File: src/rtl/cla_seq_adder_pkg.sv
// Shared types and sizing helpers for the sequential CLA adder.
// Build option: CLA_SEQ_SUB_EN adds the in_op subtract path in cla_seq_adder.
package cla_seq_pkg;

  typedef enum logic [1:0] {
    IDLE = 2'd0,
    RUN  = 2'd1,
    DONE = 2'd2
  } state_e;

  localparam logic OP_ADD = 1'b0;
  localparam logic OP_SUB = 1'b1;

  function automatic int calc_num_slices(input int width, input int slice);
    return width / slice;
  endfunction

  // Slice counter width; never narrower than one bit so SLICE==WIDTH still elaborates.
  function automatic int calc_idx_w(input int width, input int slice);
    int n;
    n = width / slice;
    return (n > 1) ? $clog2(n) : 1;
  endfunction

endpackage

File: src/rtl/cla_seq_adder_slice.sv
// Combinational SLICE-bit carry-lookahead adder with group propagate/generate.
// Build option: none (CLA_SEQ_SUB_EN only affects cla_seq_adder).
module cla_slice_adder #(
  parameter int SLICE = 4
) (
  input  logic [SLICE-1:0] a,
  input  logic [SLICE-1:0] b,
  input  logic             c_in,
  output logic [SLICE-1:0] sum,
  output logic             c_out,
  output logic             grp_p,
  output logic             grp_g
);

  logic [SLICE-1:0] p;
  logic [SLICE-1:0] g;
  logic [SLICE:0]   carry;

  // Carry into bit n, flattened: g[n-1] | p[n-1]g[n-2] | ... | p[n-1:0]cin.
  function automatic logic la_carry(input logic [SLICE-1:0] gv, input logic [SLICE-1:0] pv,
                                    input logic cin, input int n);
    logic c;
    logic run_p;
    c     = 1'b0;
    run_p = 1'b1;
    for (int j = SLICE - 1; j >= 0; j--) begin
      if (j < n) begin
        c     = c | (run_p & gv[j]);
        run_p = run_p & pv[j];
      end
    end
    return c | (run_p & cin);
  endfunction

  assign p = a | b;
  assign g = a & b;

  always_comb begin
    carry    = '0;
    carry[0] = c_in;
    for (int i = 1; i <= SLICE; i++) begin
      carry[i] = la_carry(g, p, c_in, i);
    end
  end

  assign sum   = a ^ b ^ carry[SLICE-1:0];
  assign c_out = carry[SLICE];
  assign grp_p = &p;
  assign grp_g = la_carry(g, p, 1'b0, SLICE);

endmodule

File: src/rtl/cla_seq_adder.sv
// WIDTH-bit adder that reuses one SLICE-bit CLA slice over WIDTH/SLICE cycles, LSB slice first.
// Build option: define CLA_SEQ_SUB_EN to add the in_op port (1 = a - b).
//
// state | meaning
// IDLE  | waiting for a request, in_ready high
// RUN   | one slice added per cycle, carry held in carry_q
// DONE  | result presented until out_ready
module cla_seq_adder
  import cla_seq_pkg::*;
#(
  parameter int WIDTH = 32,
  parameter int SLICE = 4
) (
  input  logic             clock,
  input  logic             reset,
  input  logic             in_valid,
  output logic             in_ready,
  input  logic [WIDTH-1:0] in_a,
  input  logic [WIDTH-1:0] in_b,
  input  logic             in_c_in,
`ifdef CLA_SEQ_SUB_EN
  input  logic             in_op,
`endif
  output logic             out_valid,
  input  logic             out_ready,
  output logic [WIDTH-1:0] out_s,
  output logic             out_c_out,
  output logic             busy
);

  localparam int NUM_SLICES = calc_num_slices(WIDTH, SLICE);
  localparam int IDX_W      = calc_idx_w(WIDTH, SLICE);

  if ((WIDTH % SLICE) != 0 || SLICE < 1 || SLICE > WIDTH) begin : g_bad_cfg
    $error("cla_seq_adder: WIDTH must be a positive multiple of SLICE");
  end

  state_e           state_q, state_d;
  logic [IDX_W-1:0] idx_q, idx_d;
  logic [WIDTH-1:0] a_q, a_d;
  logic [WIDTH-1:0] b_q, b_d;
  logic [WIDTH-1:0] sum_q, sum_d;
  logic             carry_q, carry_d;

  logic [SLICE-1:0] slice_sum;
  logic             slice_c_out;
  logic             slice_p;
  logic             slice_g;
  logic             last_slice;

  cla_slice_adder #(.SLICE(SLICE)) u_slice (
    .a     (a_q[SLICE-1:0]),
    .b     (b_q[SLICE-1:0]),
    .c_in  (carry_q),
    .sum   (slice_sum),
    .c_out (slice_c_out),
    .grp_p (slice_p),
    .grp_g (slice_g)
  );

  assign last_slice = (idx_q == IDX_W'(NUM_SLICES - 1));

  always_ff @(posedge clock) begin
    if (!reset) begin
      state_q <= IDLE;
      idx_q   <= '0;
      a_q     <= '0;
      b_q     <= '0;
      sum_q   <= '0;
      carry_q <= 1'b0;
    end else begin
      state_q <= state_d;
      idx_q   <= idx_d;
      a_q     <= a_d;
      b_q     <= b_d;
      sum_q   <= sum_d;
      carry_q <= carry_d;
    end
  end

  always_comb begin
    state_d = state_q;
    unique case (state_q)
      IDLE:    if (in_valid) state_d = RUN;
      RUN:     if (last_slice) state_d = DONE;
      DONE:    if (out_ready) state_d = IDLE;
      default: state_d = IDLE;
    endcase
  end

  always_comb begin
    a_d     = a_q;
    b_d     = b_q;
    sum_d   = sum_q;
    carry_d = carry_q;
    idx_d   = idx_q;
    unique case (state_q)
      IDLE: begin
        if (in_valid) begin
          a_d     = in_a;
          b_d     = in_b;
          carry_d = in_c_in;
          idx_d   = '0;
`ifdef CLA_SEQ_SUB_EN
          // Two's complement: a + ~b + 1.
          if (in_op == OP_SUB) begin
            b_d     = ~in_b;
            carry_d = 1'b1;
          end
`endif
        end
      end
      RUN: begin
        a_d     = a_q >> SLICE;
        b_d     = b_q >> SLICE;
        carry_d = slice_c_out;
        sum_d   = WIDTH'({slice_sum, sum_q} >> SLICE);
        idx_d   = last_slice ? '0 : idx_q + IDX_W'(1);
      end
      default: ;
    endcase
  end

  always_comb begin
    in_ready  = 1'b0;
    out_valid = 1'b0;
    busy      = 1'b1;
    unique case (state_q)
      IDLE: begin
        in_ready = 1'b1;
        busy     = 1'b0;
      end
      DONE:    out_valid = 1'b1;
      default: ;
    endcase
  end

  assign out_s     = sum_q;
  assign out_c_out = carry_q;

  // Ripple carry-out and block lookahead carry must agree.
  a_grp_carry : assert property (@(posedge clock) disable iff (!reset)
    slice_c_out == (slice_g | (slice_p & carry_q)));

endmodule

File: config.mk
export PLATFORM = sky130hd
export DESIGN_NAME = cla_seq_adder
export DESIGN_NICKNAME = d
export VERILOG_FILES = /design/src/rtl/cla_seq_adder_pkg.sv /design/src/rtl/cla_seq_adder_slice.sv /design/src/rtl/cla_seq_adder.sv
export SDC_FILE = /design/constraint.sdc
export NUM_CORES = 1
export LEC_CHECK = 0
export ABC_CLOCK_PERIOD_IN_PS = 1500
export CORE_ASPECT_RATIO = 1.25
export CORE_UTILIZATION = 25
export DETAILED_ROUTE_END_ITERATION = 8
export DONT_BUFFER_PORTS = 1
export SYNTH_ARGS = -nofsm -noshare
export SYNTH_HDL_FRONTEND = slang
export SYNTH_SLANG_ARGS = --single-unit
File: constraint.sdc
create_clock -name clock -period 1.5 [get_ports clock]
set_clock_uncertainty 0.1 [all_clocks]
set_input_delay 0.075 -clock clock [delete_from_list [all_inputs] [get_ports clock]]
set_output_delay 0.075 -clock clock [all_outputs]
set_load 0.01 [all_outputs]
==> impl_metrics.tcl, run 1 <==
set metrics [dict create \
    status "finished with violations" \
    wirelength_um 11800 \
    critPathCaptureType "output pin" \
    place.gp.congestion 0.728 \
    final_net_count 617 \
    dieArea_sq_mm 0.0199 \
    areaGrowthSynthToFinish_pct 12.0 \
    fin_setup_tns_ps 0 \
    grt_antenna_before_repair 0 \
    swShare 0.248 \
    count_of_h_tree_levels_built_during_cts 3 \
    num_io_pins 105 \
    clock_power_share 0.390 \
    antenna_left 0 \
    leakage_nw 2.01 \
    synth.cell_area_sq_mm 0.00484 \
    net_count_of_the_mapped_netlist 637 \
    int_pwr_w 0.00462 \
    clkLatencyLatePin_ps 350 \
    numClockSinks 102 \
    synthCells 557 \
    yosysWarningCount 0 \
    rsz_0062_raised_after_global_routing "true" \
    first_iter_violations 161 \
    p_per_area_mw_per_mm2 1130 \
    antenna-diode-count 0 \
    cts.path.max_buffers 2 \
    groute.usage.overall 0.122 \
    start_util 0.257 \
    fp.coreArea_sq_mm 0.0188 \
    startpoint_type "flip-flop" \
    grt_max_degree 108 \
    finalMaxSlewViolations 0 \
    mostFrequentLayoutCells "sky130_fd_sc_hd__dfxtp_1, sky130_fd_sc_hd__nor2b_1, sky130_fd_sc_hd__nand2_1, sky130_fd_sc_hd__a21oi_1, sky130_fd_sc_hd__nor2_1" \
    synthesis.area_per_instance_sq_um 8.70 \
    crit_fanout 13 \
    finalCritPeriodShare 0.952 \
    period_minus_slack_ps 1430 \
    clk_transition_reported_paths_ps 70 \
    ir_worst_vdd_mv 0.537 \
    synth_sequential_area_ratio 0.421 \
    routed-via-count 3774 \
    detailedPlace.worstSlack_ps -68.7 \
    setup_viol 0 \
    grt.overflow.total 0 \
    share_comb_of_total_power 0.121 \
    worst_ep_required_time_ps 1320 \
    pwr-share-seq 0.489 \
    finalHoldViolCount 102 \
    routed_wire_length_per_instance_um 15.3 \
    whs_ps -212 \
    cap_violations 0 \
    setup_ws_ps 71.5 \
    vias_per_cell 4.88 \
    cts_setup_buffers 0 \
    fmaxAchievable_ghz 0.700 \
    dieWidth_um 127 \
    place.port_buffers 0 \
    die_height_um 158 \
    grt_pass1_vias 3602 \
    detailedPlacementHpwl_um 7780 \
    synth_cell_types 33 \
    min-delay-path-class "input pin to flip-flop" \
    setup_slack_on_the_worst_flop_to_flop_path_ps 80 \
    tightest_slew_ps 273 \
    drive_gt1_frac 0.131 \
    drtPass1Iterations 4 \
    switchingPower_w 0.00152 \
    row_count 56 \
    remaining_drc_errors 0 \
    final_common_cell "sky130_fd_sc_hd__dfxtp_1" \
    clock_tree_from_tritoncts "built" \
    setup.worst_path.class "flip-flop to output pin" \
    synthesized_flop_and_latch_total 102 \
    timing.max_slew.rel_slack 0.818 \
    wire_length_of_the_first_global_routing_pass_um 19000 \
    numCtsBuffers 9 \
    fill_cells 2035 \
    failed_checks "hold timing" \
    worst_ep_arrival_time_ps 1250 \
    clockRootBuffer "sky130_fd_sc_hd__clkbuf_16" \
]
kinds of logic after synthesis:
| kind of cell | share of synthesized area |
|---|---|
| fa+ha+maj | 0.0300 |
| simple gates | 0.215 |
| xor+xnor | 0.00181 |
| compound gates | 0.263 |
| buf+inv | 0.0666 |
| mux | 0.00207 |
| flops | 0.421 |
critical path, stage by stage, from the launching register on:
cell	delay [ps]
sky130_fd_sc_hd__dfxtp_4	410
sky130_fd_sc_hd__nor2_1	240
sky130_fd_sc_hd__buf_4	190
sky130_fd_sc_hd__inv_1	70
metal layers:
| metal | vias to the layer above | GRT usage | wire [um] |
|---|---|---|---|
| met5 | - | 0 | 0 |
| met2 | 86 | 0.198 | 5470 |
| met4 | 0 | 0.0419 | 173 |
| li1 | 1893 | - | - |
| met3 | 11 | 0.0436 | 728 |
| met1 | 1784 | 0.148 | 5460 |
cells in the mapped netlist (all sizes together):
library cell	n	area (sq um)
and2b	1	7.51
nand2	63	236
xnor2	1	8.76
dfxtp	102	2040
mux2i	1	10.0
nor2	62	238
o221ai	1	8.76
clkbuf	24	90.1
a21boi	29	218
nor3	1	5.00
o21ai	3	15.0
nand4b	5	43.8
o221a	56	631
o211ai	1	7.51
a21oi	62	310
nor3b	1	7.51
nand2b	2	12.5
ha	10	125
o21bai	1	7.51
inv	11	41.3
and2	4	25.0
or2	1	6.26
fa	1	20.0
a211oi	1	7.51
nand3	3	15.0
nor2b	71	444
a22oi	8	60.1
buf	30	191
o211a	1	10.0
through the flow:
| step | power [W] | std cells | utilization | area (sq um) |
|---|---|---|---|---|
| floorplan | 0.00367 | 557 | - | 4840 |
| global placement | 0.00380 | 758 | 0.271 | 5100 |
| detailed placement | 0.00381 | 758 | 0.271 | 5100 |
| CTS | 0.00626 | 774 | 0.287 | 5400 |
| global route | 0.00650 | 774 | 0.288 | 5420 |
| finish | 0.00614 | 774 | 0.288 | 5420 |
power by group through the flow:
stage | registers, W | clock network, W | logic, W
after global routing | 0.00303 | 0.00263 | 0.000837
after global placement | 0.00306 | 0 | 0.000735
after floorplan | 0.00303 | 0 | 0.000644
final | 0.00300 | 0.00239 | 0.000742
after CTS | 0.00300 | 0.00250 | 0.000751
after detailed placement | 0.00307 | 0 | 0.000746
registers in the layout (all words and copies together) (netlist names):
signal     count
state_q        2
a_q           32
out_s         32
out_c_out      1
b_q           32
idx_q          3
area by class of cell:
class | count | area [sq um] | share of cell area
multi-input combinational | 390 | 2490 | 0.460
sequential | 102 | 2050 | 0.378
tap | 232 | 290 | 0.0535
clock buffer | 12 | 246 | 0.0454
timing repair buffer | 23 | 246 | 0.0454
clock inverter | 4 | 53.8 | 0.00992
inverter | 11 | 41.3 | 0.00761
timing repair:
action / CTS / global route
pin swaps: 0 / 2
setup endpoints to repair: 1 / 5
gates resized for setup: 1 / 6
endpoints found under the hold margin: 102 / 102
path summary, 6_finish.rpt:
check / cells after the start / end / start
hold reg to reg: 2 / out_s[3]$_SDFFE_PN0N_ / out_s[3]$_SDFFE_PN0N_
hold / removal: 1 / out_s[8]$_SDFFE_PN0N_ / reset
setup reg to reg: 5 / out_s[29]$_SDFFE_PN0N_ / a_q[0]$_SDFFE_PN0P_
setup / recovery: 3 / busy / state_q[0]$_SDFFE_PN0P_
(Power assumes the default switching activity.)
==> run 2, diff against run 1 <==
==> constraint.sdc (replaced) <==
create_clock -name clock -period 1.5 [get_ports clock]
set_clock_uncertainty 0.1 [all_clocks]
set_input_delay 0.3 -clock clock [delete_from_list [all_inputs] [get_ports clock]]
set_output_delay 0.3 -clock clock [all_outputs]
set_load 0.01 [all_outputs]
==> run 2 against run 1 <==
  * The flow finishes with violations (setup timing)
  * Final cell count rose by 1.0%
  * Register-to-register slack got worse by 40 ps
  * Fmax fell by 5.4%
  * Sequential power barely moved
==> impl_metrics.tcl, run 2 (synthesis gave the netlist of run 1 again) <==
set metrics [dict create \
    status "finished with violations" \
    failed_checks "setup timing" \
    leakage_nw 2.10 \
    grt.overflow.total 0 \
    dieWidth_um 127 \
    routed_wire_length_per_instance_um 16.5 \
    setup_viol 2 \
    period_minus_slack_ps 1510 \
    areaGrowthSynthToFinish_pct 16.3 \
    cap_violations 0 \
    detailedPlacementHpwl_um 7550 \
    final_core_utilization 0.299 \
    max_stage_delay_ps 370 \
    finalMaxSlewViolations 0 \
    drive_gt1_frac 0.173 \
    switchingPower_w 0.00164 \
    num_io_pins 105 \
    groute.usage.overall 0.132 \
    swShare 0.266 \
    clockRootBuffer "sky130_fd_sc_hd__clkbuf_16" \
    antenna-diode-count 0 \
    die_height_um 158 \
    row_count 56 \
    pwr-share-seq 0.488 \
    first_iter_violations 179 \
    crit_chain "buf_12 > nor2b_4 > buf_6" \
    rsz_0062_raised_after_global_routing "true" \
    fin_setup_tns_ps -18.5 \
    worst_ep_required_time_ps 1100 \
    clk_transition_reported_paths_ps 80 \
    wire_length_of_the_first_global_routing_pass_um 20400 \
    clock_power_share 0.370 \
    numCtsBuffers 9 \
    wirelength_um 12900 \
    routed-via-count 3837 \
    final_net_count 625 \
    setup_ws_ps -10.4 \
    dieArea_sq_mm 0.0199 \
    fmaxAchievable_ghz 0.662 \
    vias_per_cell 4.91 \
    clock_tree_from_tritoncts "built" \
    start_util 0.257 \
    int_pwr_w 0.00451 \
    remaining_drc_errors 0 \
    worst_path_max_delay_cell "sky130_fd_sc_hd__dfxtp_4" \
    grt_pass1_vias 3721 \
    place.gp.congestion 0.716 \
    drtPass1Iterations 4 \
    finalCritPeriodShare 1.01 \
    grt_antenna_before_repair 1 \
    min-delay-path-class "input pin to flip-flop" \
    cts.path.max_buffers 2 \
    critPathCaptureType "output pin" \
    tightest_slew_ps 591 \
    setup.worst_path.class "flip-flop to output pin" \
    finalHoldViolCount 0 \
    clkLatencyLatePin_ps 350 \
    timing.max_slew.rel_slack 0.605 \
    mostFrequentLayoutCells "sky130_fd_sc_hd__dfxtp_1, sky130_fd_sc_hd__nand2_1, sky130_fd_sc_hd__nor2b_1, sky130_fd_sc_hd__a21oi_1, sky130_fd_sc_hd__nor2_1" \
    numClockSinks 102 \
    critical_path_buf_inv_count 2 \
    p_per_area_mw_per_mm2 1090 \
    worst_path_dominant_cell_family "flip-flops" \
    place.port_buffers 0 \
    grt_max_degree 65 \
    final_common_cell "sky130_fd_sc_hd__dfxtp_1" \
    startpoint_type "flip-flop" \
    fp.coreArea_sq_mm 0.0188 \
    ir_worst_vdd_mv 0.508 \
    crit_fanout 7 \
    antenna_left 0 \
    share_comb_of_total_power 0.142 \
    worst_ep_arrival_time_ps 1110 \
    count_of_h_tree_levels_built_during_cts 3 \
]
==> run 2: cell types whose count changed in the layout (fill, tap and decap cells not counted), moves of 2 or more <==
cell	before	now
sky130_fd_sc_hd__nor2b_1	71	61
sky130_fd_sc_hd__nor2b_4	0	6
sky130_fd_sc_hd__buf_12	4	8
sky130_fd_sc_hd__nor2b_2	0	4
sky130_fd_sc_hd__dlygate4sd3_1	0	3
sky130_fd_sc_hd__a21oi_1	61	59
sky130_fd_sc_hd__a21oi_2	1	3
sky130_fd_sc_hd__buf_4	17	15
sky130_fd_sc_hd__buf_6	1	3
sky130_fd_sc_hd__nor2_1	60	58
==> run 2: final cells by class <==
class | count | area, sq um
fill | 1967 | 13200
multi-input combinational | 390 | 2580
sequential | 102 | 2050
timing repair buffer | 31 | 397
tap | 232 | 290
clock buffer | 12 | 246
inverter | 11 | 41.3
clock inverter | 4 | 30.0
==> run 2: per-layer routing <==
layer / global-route usage / vias to the layer above / wire length (um)
met5: 0 / - / 13
met1: 0.161 / 1807 / 5800
met4: 0.0511 / 2 / 248
met2: 0.213 / 93 / 5880
met3: 0.0453 / 19 / 924
li1: - / 1916 / -
==> run 2: repair_timing <==
item	in CTS	in global routing
hold endpoints to repair	39	10
resized for setup	11	24
pin swaps	1	4
hold buffers	3	2
buffers inserted	5	1
setup endpoints to repair	4	31
cloned	1	0
==> run 2: worst paths after layout <==
check	from	endpoint	slack, ps	cells past startpoint
max	state_q[0]$_SDFFE_PN0P_	out_valid	-10	3
min	reset	a_q[2]$_SDFFE_PN0P_	5	1
max reg2reg	state_q[0]$_SDFFE_PN0P_	a_q[3]$_SDFFE_PN0P_	40	5
min reg2reg	out_s[3]$_SDFFE_PN0N_	out_s[3]$_SDFFE_PN0N_	410	2
==> run 2: metrics by stage <==
stage | instance area [sq um] | setup WS (ps) | std cells | hold WS (ps) | power [W]
after floorplan | 4840 | 5.88 | 557 | 371 | 0.00367
after global placement | 5090 | -8.40 | 755 | 354 | 0.00379
after detailed placement | 5090 | -35.9 | 755 | 358 | 0.00380
after CTS | 5530 | -28.8 | 779 | -12.2 | 0.00621
after global routing | 5630 | -52.6 | 782 | 2.11 | 0.00649
final | 5630 | -10.4 | 782 | 4.59 | 0.00615
==> run 2: power by group through the flow <==
stage | clock (W) | combinational, W | sequential, W
floorplan | 0 | 0.000644 | 0.00303
global placement | 0 | 0.000731 | 0.00306
detailed placement | 0 | 0.000741 | 0.00306
CTS | 0.00237 | 0.000845 | 0.00300
global route | 0.00248 | 0.000974 | 0.00303
finish | 0.00228 | 0.000871 | 0.00301
